$ cat src/rtl/doom58_pkg.sv
// Screen geometry, palette constants and state encoding shared by the
// main controller and the column drawer.
package doom58_pkg;

  localparam int SCREEN_W = 160;
  localparam int SCREEN_H = 120;

  localparam logic [2:0] CEIL_COLOUR  = 3'b001;
  localparam logic [2:0] FLOOR_COLOUR = 3'b010;

  typedef enum logic [1:0] {
    ST_IDLE   = 2'd0,
    ST_DRAW   = 2'd1,
    ST_FINISH = 2'd2
  } draw_state_e;

  // First wall row for a height already clamped to the screen height.
  function automatic logic [7:0] wall_top(input logic [7:0] h, input logic [7:0] screen_h);
    return (screen_h - h) >> 1;
  endfunction

endpackage

$ cat src/rtl/column_drawer.sv
// Paints one vertical framebuffer column (ceiling / wall / floor) through the
// VGA adapter pixel-write port, one registered pixel per clock.
module column_drawer #(
  parameter int         SCREEN_W     = doom58_pkg::SCREEN_W,
  parameter int         SCREEN_H     = doom58_pkg::SCREEN_H,
  parameter logic [2:0] CEIL_COLOUR  = doom58_pkg::CEIL_COLOUR,
  parameter logic [2:0] FLOOR_COLOUR = doom58_pkg::FLOOR_COLOUR
) (
  input  logic       clock,
  input  logic       resetn,
  input  logic       start,
  input  logic [7:0] col_x,
  input  logic [6:0] wall_h,
  input  logic [2:0] wall_colour,
  output logic       ready,
  output logic       done,
  output logic [7:0] vga_x,
  output logic [6:0] vga_y,
  output logic [2:0] vga_colour,
  output logic       vga_write
);

  localparam logic [7:0] SCREEN_W8 = 8'(SCREEN_W);
  localparam logic [7:0] SCREEN_H8 = 8'(SCREEN_H);
  localparam logic [6:0] LAST_ROW  = 7'(SCREEN_H - 1);

  doom58_pkg::draw_state_e state_q;

  logic [6:0] y_q;
  logic [7:0] top_q;
  logic [7:0] bottom_q;
  logic [2:0] wall_colour_q;
  logic       ready_q;
  logic       done_q;
  logic       vga_write_q;
  logic [7:0] vga_x_q;
  logic [6:0] vga_y_q;
  logic [2:0] vga_colour_q;

  logic [7:0] h_d;
  logic [7:0] top_d;
  logic [7:0] bottom_d;
  logic [6:0] y_d;
  logic [2:0] first_colour_d;
  logic [2:0] next_colour_d;

  function automatic logic [2:0] row_colour(input logic [6:0] row, input logic [7:0] top,
                                            input logic [7:0] bottom, input logic [2:0] wall_c);
    if ({1'b0, row} < top)
      return CEIL_COLOUR;
    else if ({1'b0, row} < bottom)
      return wall_c;
    else
      return FLOOR_COLOUR;
  endfunction

  // Geometry is taken from the raw inputs, so it only matters on the accepting edge.
  always_comb begin
    h_d            = ({1'b0, wall_h} < SCREEN_H8) ? {1'b0, wall_h} : SCREEN_H8;
    top_d          = doom58_pkg::wall_top(h_d, SCREEN_H8);
    bottom_d       = top_d + h_d;
    y_d            = y_q + 7'd1;
    first_colour_d = row_colour(7'd0, top_d, bottom_d, wall_colour);
    next_colour_d  = row_colour(y_d, top_q, bottom_q, wall_colour_q);
  end

  always_ff @(posedge clock or negedge resetn) begin
    if (!resetn) begin
      state_q       <= doom58_pkg::ST_IDLE;
      y_q           <= '0;
      top_q         <= '0;
      bottom_q      <= '0;
      wall_colour_q <= '0;
      ready_q       <= 1'b1;
      done_q        <= 1'b0;
      vga_write_q   <= 1'b0;
      vga_x_q       <= '0;
      vga_y_q       <= '0;
      vga_colour_q  <= '0;
    end else begin
      case (state_q)
        doom58_pkg::ST_IDLE: begin
          if (start) begin
            ready_q       <= 1'b0;
            y_q           <= '0;
            top_q         <= top_d;
            bottom_q      <= bottom_d;
            wall_colour_q <= wall_colour;
            if (col_x < SCREEN_W8) begin
              // Row 0 is presented straight away so the column needs exactly SCREEN_H cycles.
              state_q      <= doom58_pkg::ST_DRAW;
              vga_write_q  <= 1'b1;
              vga_x_q      <= col_x;
              vga_y_q      <= '0;
              vga_colour_q <= first_colour_d;
            end else begin
              state_q <= doom58_pkg::ST_FINISH;
              done_q  <= 1'b1;
            end
          end
        end
        doom58_pkg::ST_DRAW: begin
          if (y_q == LAST_ROW) begin
            state_q     <= doom58_pkg::ST_FINISH;
            vga_write_q <= 1'b0;
            done_q      <= 1'b1;
          end else begin
            y_q          <= y_d;
            vga_y_q      <= y_d;
            vga_colour_q <= next_colour_d;
          end
        end
        doom58_pkg::ST_FINISH: begin
          state_q <= doom58_pkg::ST_IDLE;
          done_q  <= 1'b0;
          ready_q <= 1'b1;
        end
        default: begin
          state_q <= doom58_pkg::ST_IDLE;
        end
      endcase
    end
  end

  assign ready      = ready_q;
  assign done       = done_q;
  assign vga_write  = vga_write_q;
  assign vga_x      = vga_x_q;
  assign vga_y      = vga_y_q;
  assign vga_colour = vga_colour_q;

endmodule
$ cat config.mk
export PLATFORM = sky130hd
export DESIGN_NAME = column_drawer
export DESIGN_NICKNAME = d
export VERILOG_FILES = /design/src/rtl/doom58_pkg.sv /design/src/rtl/column_drawer.sv
export SDC_FILE = /design/constraint.sdc
export NUM_CORES = 1
export LEC_CHECK = 0
export BUFFER_PORTS_ARGS = -buffer_cell sky130_fd_sc_hd__buf_4
export CAP_MARGIN = 15
export CORE_MARGIN = 3
export CORE_UTILIZATION = 50
export CTS_CLUSTER_SIZE = 12
export DETAILED_ROUTE_END_ITERATION = 16
export PLACE_DENSITY = 0.81
export SKIP_LAST_GASP = 1
export SYNTH_ARGS = -nofsm -noshare
export SYNTH_HDL_FRONTEND = slang
export SYNTH_SLANG_ARGS = --single-unit
$ cat constraint.sdc
create_clock -name clock -period 3.4 [get_ports clock]
set_clock_uncertainty 0.15 [all_clocks]
set_input_delay 0.51 -clock clock [delete_from_list [all_inputs] [get_ports clock]]
set_output_delay 0.51 -clock clock [all_outputs]
set_load 0.02 [all_outputs]
==> impl_metrics.json, run 1 <==
{
  "postLayoutCellArea_mm2": 0.00329,
  "grt_max_degree": 49,
  "grt_pass1_wl_um": 9580,
  "cp.arrival_ns": 3.11,
  "max_stage_delay_ns": 0.33,
  "syn_inst": 315,
  "die_h_um": 82.0,
  "synthXorXnorAreaFrac": 0.0242,
  "grt_overflow": 0,
  "grt_util_all_layers": 0.184,
  "routed_wl_um": 5870,
  "power.density_mw_per_mm2": 685,
  "antenna_found_initial": 0,
  "synth-compound-area-share": 0.167,
  "gp_congestion": 0.859,
  "muxShareOfSynthArea": 0.0576,
  "syn-cell-area_mm2": 0.00289,
  "synthAdderAreaFrac": 0.0996,
  "area_growth_pct": 13.8,
  "fin_crit_ns": 3.04,
  "max-vdd-ir-drop_mv": 0.378,
  "cap_violations": 0,
  "cts_buffers": 5,
  "worst_pin_slew_ns": 0.965,
  "core_mm2": 0.00554,
  "synth-main-ff-cell": "dfrtp_1",
  "vias_per_cell": 5.42,
  "drt-pass1-iter-count": 4,
  "crit_type": "in2reg",
  "die_w_um": 82.0,
  "layout.cells.non_filler": 420,
  "startpoint_type": "input pin",
  "hold_viol_final": 0,
  "slew-limit-headroom": 0.357,
  "drive_above_1_share": 0.216,
  "power_leakage_nw": 1.61,
  "synth_fp_nets": 359,
  "cts.sinks": 48,
  "dpl-instance-area_mm2": 0.00321,
  "cp_slowest_cell": "ha_1",
  "hold_buffers": 0,
  "initial_core_util": 0.522,
  "path_cells": "buf_4, nand4_4, nand2_1, ha_1, nand2b_1, a41o_2, o21ai_0, ha_1, nor4_1, and3_1, nand4_1, a21o_1, a31oi_1",
  "fmax_mhz": 329,
  "fillers": 510,
  "async_flop_share": 1.00,
  "layout.area.seq_mm2": 0.00120,
  "numPortBuffers": 41,
  "power_mw": 2.25,
  "cp_max_fo": 14,
  "dieArea_mm2": 0.00673,
  "postCtsSetupRepairBufs": 0,
  "htree_levels": 2,
  "yosysWarnings": 0,
  "worstSkewPairLatency_ns": 0.31,
  "hold_path.class": "in2async",
  "cts_resized": 0,
  "nets": 392,
  "ioPinCount": 42,
  "synth_seq_area_share": 0.416,
  "row_count": 27,
  "drt_iter0_markers": 113,
  "hold_ws_ns": 0.0577,
  "synth_top_family_by_area": "compound AO/OA/AOI/OAI gates",
  "drc": 0,
  "cts_tree": "done",
  "num_antenna_cells": 0,
  "rsz0062_at_grt": "false",
  "cts_root_buffer": "clkbuf_8",
  "fin_ws_ns": 0.358,
  "vias": 2276,
  "grt_pass1_vias": 2152,
  "clockBufferDepth": 2,
  "multiInputGateArea_mm2": 0.00146,
  "reg2reg_depth": 9,
  "place_ws_ns": 0.0938,
  "fin_util": 0.593,
  "clk_pin_slew_worst_paths_ns": 0.09,
  "crit_top_cell": "ha_1",
  "status": "complete, no violations",
  "post_synth.cell_area_avg_um2": 9.18,
  "ant_nets": 0,
  "ys_ff_latch": 48,
  "min_period_over_period": 0.895,
  "dp_hpwl_um": 4430,
  "place_inst": 413,
  "endpoint_kind": "register",
  "synth_simple_gate_area_frac": 0.157,
  "wl_per_cell_um": 14.0,
  "synth.distinct_cells": 57,
  "slew_viol_final": 0,
  "synth_edf_count": 0,
  "setup_viol": 0,
  "crit_required_ns": 3.47,
  "fin_setup_tns_ns": 0
}
cells in the final DEF, fill, tap and decap left out, types with 2 or more instances in the layout:
master and count:
dfrtp_1 47, buf_4 44, nand2_1 42, inv_1 33
ha_1 23, o21ai_0 22, nand3_1 22, a21oi_1 17
nor2_1 16, mux2_2 13, xnor2_1 7, clkbuf_8 5
nor3_1 4, o31ai_1 3, nor4_1 2, o211a_1 2
nor2b_1 2, a21o_1 2, a21boi_0 2, o21a_1 2
a31oi_1 2, o21ai_1 2, mux2i_1 2
cell usage after synthesis, types with 3 or more instances:
cell / count / area share
a21oi_1: 17 / 0.029
ha_1: 23 / 0.10
mux2_2: 13 / 0.051
o21ai_0: 22 / 0.038
nand3_1: 22 / 0.038
inv_1: 33 / 0.043
xnor2_1: 7 / 0.021
dfrtp_1: 47 / 0.41
o31ai_1: 3 / 0.0078
nor2_1: 16 / 0.021
buf_4: 3 / 0.0078
nor3_1: 4 / 0.0069
clkbuf_1: 9 / 0.012
nand2_1: 42 / 0.055
final timing paths:
check / start / endpoint / slack [ns]
setup / recovery: wall_h[3] / vga_colour[1] / 0.36
hold / removal: resetn / y_q[3] / 0.06
setup reg to reg: y_q[0] / vga_colour[0] / 0.64
hold reg to reg: vga_y[4] / vga_y[4] / 0.33
max in group asynchronous: resetn / vga_x[0] / 2.64
min in group clock: col_x[3] / vga_x[3] / 0.29
registers in the layout, summed over array words and instances, names as in the netlist, 2 cells and up:
| signal | flops |
|---|---|
| vga_y | 7 |
| bottom_q | 8 |
| wall_colour_q | 3 |
| y_q | 7 |
| vga_colour | 3 |
| top_q | 7 |
| state_q | 2 |
| vga_x | 8 |
power breakdown:
| group | total [mW] | internal, mW | switching (mW) |
|---|---|---|---|
| Clock | 0.322 | 0.140 | 0.182 |
| Sequential | 0.892 | 0.780 | 0.112 |
| Combinational | 1.04 | 0.430 | 0.606 |
critical path, delay by kind of cell:
kind,cells,cell delay [ns]
simple gates,6,1.13
compound gates,4,0.81
fa+ha+maj,2,0.51
buf+inv,1,0.17
final cells by class:
cell class                 instances  area share
sequential                        48       0.366
multi-input combinational        216       0.445
inverter                          33      0.0377
clock inverter                     1     0.00152
tap                               72      0.0274
timing repair buffer              44       0.100
clock buffer                       6      0.0221
layer usage:
| layer | GRT usage | wire length (um) |
|---|---|---|
| met5 | 0 | 0 |
| met4 | 0.0532 | 91 |
| met3 | 0.0471 | 175 |
| met2 | 0.294 | 2840 |
| met1 | 0.247 | 2760 |
cell families (layout without fill, tap and decap cells):
| family | after synthesis | after routing |
|---|---|---|
| adder cells (fa/ha/maj) | 23 | 23 |
| multiplexers | 15 | 15 |
| AO/OA/AOI/OAI | 72 | 72 |
| XOR/XNOR | 8 | 8 |
| AND/OR/NAND/NOR | 97 | 97 |
| flip-flops | 48 | 48 |
| other | 1 | 1 |
| buffers and inverters | 51 | 84 |
Note: power is estimated with default switching activity, not from simulation.
==> run 2: changes to the inputs <==
--- a/config.mk
+++ b/config.mk
@@ -12,6 +12,7 @@
 export CTS_CLUSTER_SIZE = 12
 export DETAILED_ROUTE_END_ITERATION = 16
 export PLACE_DENSITY = 0.81
+export RECOVER_POWER = 50
 export SKIP_LAST_GASP = 1
 export SYNTH_ARGS = -nofsm -noshare
 export SYNTH_HDL_FRONTEND = slang
==> run 2 against run 1 <==
Compared with the run above:
- the run now ends with max-capacitance violations, max-slew violations left
- via count fell by 0.31%
- clock power barely moved
- setup slack barely moved
- core utilization fell by 0.61 points
- final area fell by 1.0%
- critical path depth did not move
- wire length fell by 0.31%
- global-route usage did not move
- combinational power fell by 4%
- die area did not move
- non-clock buffer count did not move
- largest cell class unchanged
==> impl_metrics.json, run 2 (synthesis results as in run 1) <==
{
  "status": "finished, violations left",
  "violations": "max-capacitance violations, max-slew violations",
  "cp.arrival_ns": 3.11,
  "cp_slowest_cell": "ha_1",
  "layout_commonest_cell": "dfrtp_1",
  "dieArea_mm2": 0.00673,
  "nets": 392,
  "fin_setup_tns_ns": 0,
  "path_cells": "buf_4, nand4_4, nand2_1, ha_1, nand2b_1, a41o_2, o21ai_0, ha_1, nor4_1, and3_1, nand4_1, a21o_1, a31oi_1",
  "cts_buffers": 5,
  "reg2reg_depth": 9,
  "cp_max_fo": 14,
  "die_w_um": 82.0,
  "num_antenna_cells": 0,
  "vias": 2269,
  "vias_per_cell": 5.40,
  "rsz0062_at_grt": "false",
  "cts_tree": "done",
  "worst_pin_slew_ns": 2.51,
  "switching_share": 0.406,
  "grt_util_met1": 0.247,
  "hold_buffers": 0,
  "drc": 0,
  "cpLargestDelayFamily": "simple AND/OR/NAND/NOR gates",
  "core_mm2": 0.00554,
  "fmax_mhz": 329,
  "drive_above_1_share": 0.190,
  "r2r_slack_ns": 0.64,
  "postCtsSetupRepairBufs": 0,
  "antenna_found_initial": 0,
  "min_period_over_period": 0.895,
  "crit_required_ns": 3.47,
  "row_count": 27,
  "grt_pass1_wl_um": 9580,
  "hold_path.class": "in2reg",
  "cp-startpoint": "wall_h[3]",
  "critical_path.endpoint": "vga_colour[1]",
  "postLayoutCellArea_mm2": 0.00325,
  "p_switching_mw": 0.899,
  "power_leakage_nw": 1.58,
  "slew_viol_final": 49,
  "cellInternalPower_mw": 1.32,
  "hold_viol_final": 0,
  "place_inst": 413,
  "setup_viol": 0,
  "regToRegEndpoint": "vga_colour[0]",
  "reg2reg_from": "y_q[0]",
  "startpoint_type": "input pin",
  "fin_util": 0.587,
  "p_clk_frac": 0.146,
  "cts_resized": 0,
  "cts.sinks": 48,
  "met2_usage": 0.294,
  "endpoint_kind": "register",
  "numPortBuffers": 41,
  "initial_core_util": 0.522,
  "max_stage_delay_ns": 0.33,
  "ant_nets": 0,
  "dpl-instance-area_mm2": 0.00321,
  "wl_per_cell_um": 13.9,
  "ioPinCount": 42,
  "comb_power_share": 0.452,
  "htree_levels": 2,
  "grt_util_all_layers": 0.184,
  "crit_top_cell": "ha_1",
  "gp_congestion": 0.859,
  "busiest_layer": "met2",
  "cp_num_cells": 13,
  "clk_pin_slew_worst_paths_ns": 0.08,
  "layout.cells.non_filler": 420,
  "die_h_um": 82.0,
  "area_growth_pct": 12.6,
  "grt_max_degree": 49,
  "critPathBufInv": 1,
  "max-vdd-ir-drop_mv": 0.375,
  "grt_overflow": 0,
  "worstSkewPairLatency_ns": 0.31,
  "dp_hpwl_um": 4430,
  "place_ws_ns": 0.0938,
  "use_met3": 0.0471,
  "slew-limit-headroom": -0.674,
  "seq_power_share": 0.402,
  "drt-pass1-iter-count": 4,
  "cap_violations": 1,
  "drt_iter0_markers": 113,
  "cts_root_buffer": "clkbuf_8",
  "power.density_mw_per_mm2": 681,
  "final_cell_mix": "47 x dfrtp_1, 42 x nand2_1, 35 x buf_4",
  "routed_wl_um": 5850,
  "fin_crit_ns": 3.04,
  "grt_pass1_vias": 2152,
  "fin_ws_ns": 0.358,
  "hold_ws_ns": 0.288,
  "clockBufferDepth": 2,
  "crit_type": "in2reg",
  "power_mw": 2.22
}
## run 2: cell count changes in the layout (fill, tap and decap cells not counted)
cell / change
buf_4: -9
clkbuf_1: +9
## run 2: how the worst min path moves through the flow
stage / from / end / slack [ns] / cells past startpoint
after floorplan: resetn / bottom_q[0] / 0.06 / 0
after global placement: wall_colour_q[1] / wall_colour_q[1] / 0.31 / 2
after detailed placement: vga_colour[0] / vga_colour[0] / 0.32 / 2
after CTS: resetn / vga_y[4] / 0.09 / 1
after global routing: col_x[1] / vga_x[1] / 0.28 / 2
final: col_x[3] / vga_x[3] / 0.29 / 2
## run 2: layout make-up
| cell class | count | area (um2) |
|---|---|---|
| flip-flops and latches | 48 | 1200 |
| multi-input cells | 216 | 1460 |
| well taps | 72 | 90.1 |
| inverters | 33 | 124 |
| clock buffers | 6 | 72.6 |
| fillers | 519 | 2290 |
| clock inverters | 1 | 5.00 |
| repair buffers | 44 | 297 |
## run 2: power by group through the flow
stage	logic (mW)	clock network [mW]	registers (mW)
floorplan	0.639	0	0.985
global placement	1.01	0	0.897
detailed placement	1.04	0	0.905
CTS	1.04	0.326	0.893
global route	1.13	0.355	0.922
finish	1.00	0.322	0.891
## run 2: metal layers
layer	part of all wire	vias up
li1	-	1140
met1	0.47	1081
met2	0.48	39
met3	0.032	9
met4	0.016	0
met5	0	-
==> run 3: changes to the inputs <==
--- a/config.mk
+++ b/config.mk
@@ -5,6 +5,7 @@
 export SDC_FILE = /design/constraint.sdc
 export NUM_CORES = 1
 export LEC_CHECK = 0
+export ABC_AREA = 1
 export BUFFER_PORTS_ARGS = -buffer_cell sky130_fd_sc_hd__buf_4
 export CAP_MARGIN = 15
 export CORE_MARGIN = 3
==> run 3 against run 2 <==
Compared with the run above:
- the run still ends with max-capacitance violations, max-slew violations left
- power up 14%
- setup slack improved by 0.040 ns
- maximum frequency grew 1.3%
- global-route usage grew 1.9 points
- via count is 6.7% higher
- largest power group unchanged
- cell count up 13%
- flip-flop and latch count did not move
- first-iteration DRC count up 73%
- critical endpoint is now vga_x[2]
- wire length up 6.3%
==> impl_metrics.json, run 3 <==
{
  "status": "finished, violations left",
  "violations": "max-capacitance violations, max-slew violations",
  "area_growth_pct": 16.4,
  "synthTopCellsByCount": "96 x nand2_1, 52 x inv_1, 47 x dfrtp_1",
  "hold_ws_ns": 0.267,
  "postCtsSetupRepairBufs": 0,
  "ant_nets": 0,
  "row_count": 27,
  "htree_levels": 2,
  "max_stage_delay_ns": 0.67,
  "max-vdd-ir-drop_mv": 0.412,
  "synth-compound-area-share": 0.117,
  "async_flop_share": 1.00,
  "drive_above_1_share": 0.204,
  "grt_max_degree": 49,
  "layout.cells.non_filler": 474,
  "syn_inst": 362,
  "grt_pass1_wl_um": 10800,
  "reg2reg_from": "state_q[0]",
  "grt_overflow": 0,
  "synth_top_family_by_area": "simple AND/OR/NAND/NOR gates",
  "dpl-instance-area_mm2": 0.00330,
  "yosysWarnings": 0,
  "num_antenna_cells": 0,
  "dieArea_mm2": 0.00681,
  "cts_tree": "done",
  "numPortBuffers": 41,
  "postLayoutCellArea_mm2": 0.00341,
  "nets": 446,
  "synth.distinct_cells": 39,
  "power_mw": 2.52,
  "routed_wl_um": 6220,
  "initial_core_util": 0.525,
  "fin_util": 0.612,
  "critPathBufInv": 3,
  "cts_buffers": 5,
  "die_w_um": 82.5,
  "cp.arrival_ns": 3.04,
  "layout_commonest_cell": "nand2_1",
  "synth_seq_area_share": 0.411,
  "muxShareOfSynthArea": 0.0192,
  "drt-pass1-iter-count": 4,
  "vias_per_cell": 5.11,
  "final_cell_mix": "96 x nand2_1, 52 x inv_1, 47 x dfrtp_1",
  "crit_type": "reg2reg",
  "hold_viol_final": 0,
  "cts_resized": 0,
  "cp_slowest_cell": "clkbuf_1",
  "cap_violations": 1,
  "synth_fp_nets": 406,
  "worstSkewPairLatency_ns": 0.30,
  "ys_ff_latch": 48,
  "place_inst": 467,
  "synth_edf_count": 0,
  "yosys.area.top_type": "dfrtp_1",
  "synth_top_area_share": 0.402,
  "grt_util_all_layers": 0.204,
  "r2r_slack_ns": 0.40,
  "crit_required_ns": 3.44,
  "hold_buffers": 0,
  "slew-limit-headroom": -0.672,
  "dp_hpwl_um": 4820,
  "synth-main-ff-cell": "dfrtp_1",
  "hold_path.class": "in2reg",
  "fin_crit_ns": 3.00,
  "die_h_um": 82.5,
  "vias": 2420,
  "syn-cell-area_mm2": 0.00293,
  "wl_per_cell_um": 13.1,
  "post_synth.cell_area_avg_um2": 8.09,
  "clockBufferDepth": 2,
  "synthAdderAreaFrac": 0.0982,
  "regToRegEndpoint": "vga_x[2]",
  "power_leakage_nw": 1.81,
  "endpoint_kind": "register",
  "cts_root_buffer": "clkbuf_8",
  "ioPinCount": 42,
  "cts.sinks": 48,
  "grt_pass1_vias": 2433,
  "critical_path.endpoint": "vga_x[2]",
  "synth_area_leaders": "dfrtp_1 40%, nand2_1 12%, ha_1 9.8%, inv_1 6.7%, o21ai_0 6.0%",
  "core_mm2": 0.00557,
  "worst_pin_slew_ns": 2.51,
  "drc": 0,
  "slew_viol_final": 49,
  "cpLargestDelayFamily": "buffers and inverters",
  "cp_num_cells": 7,
  "power.density_mw_per_mm2": 740,
  "min_period_over_period": 0.883,
  "cp-startpoint": "state_q[0]",
  "synthXorXnorAreaFrac": 0.0235,
  "fmax_mhz": 333,
  "path_cells": "inv_1, ha_1, nand2_1, clkbuf_1, inv_1, nand2_1, mux2_2",
  "setup_viol": 0,
  "synth_most_common_cell": "nand2_1",
  "rsz0062_at_grt": "false",
  "fin_ws_ns": 0.398,
  "gp_congestion": 0.895,
  "cp_max_fo": 24,
  "synth_simple_gate_area_frac": 0.246,
  "drt_iter0_markers": 196,
  "startpoint_type": "register",
  "fin_setup_tns_ns": 0,
  "place_ws_ns": 0.0710,
  "antenna_found_initial": 0,
  "clk_pin_slew_worst_paths_ns": 0.09,
  "reg2reg_depth": 7
}
-- run 3: how the worst min path moves through the flow --
stage,from,endpoint,slack [ns],cells after the start
after floorplan,resetn,bottom_q[0],0.06,0
after global placement,vga_y[2],vga_y[2],0.31,2
after detailed placement,ready,ready,0.31,2
after CTS,resetn,vga_x[6],0.08,1
after global routing,wall_colour[2],wall_colour_q[2],0.26,3
final,wall_colour[2],wall_colour_q[2],0.27,3
-- run 3: cell type report --
class | count | area, um2
fill | 512 | 2160
multi-input combinational | 250 | 1480
timing repair buffer | 44 | 308
inverter | 53 | 199
clock buffer | 5 | 68.8
clock inverter | 2 | 60.1
tap | 72 | 90.1
sequential | 48 | 1200
-- run 3: worst min-delay path, delay by kind of cell --
family        cells  cell delay (ns)
buf+inv           1             0.09
simple gates      2             0.09
-- run 3: power breakdown --
| part | internal [mW] | leakage, nW | switching (mW) |
|---|---|---|---|
| clock | 0.289 | 0.0642 | 0.184 |
| combinational | 0.433 | 1.14 | 0.722 |
| sequential | 0.784 | 0.609 | 0.112 |
-- run 3: layer usage --
metal,wire length [um],GRT usage
met5,0,0
met2,3070,0.365
met1,2780,0.246
met3,250,0.0282
met4,120,0.0784
-- run 3: kinds of logic after synthesis --
| logic type | count (synthesis) |
|---|---|
| compound gates | 61 |
| xor+xnor | 7 |
| fa+ha+maj | 23 |
| buf+inv | 64 |
| flops | 48 |
| mux | 5 |
| other cells | 1 |
| simple gates | 153 |
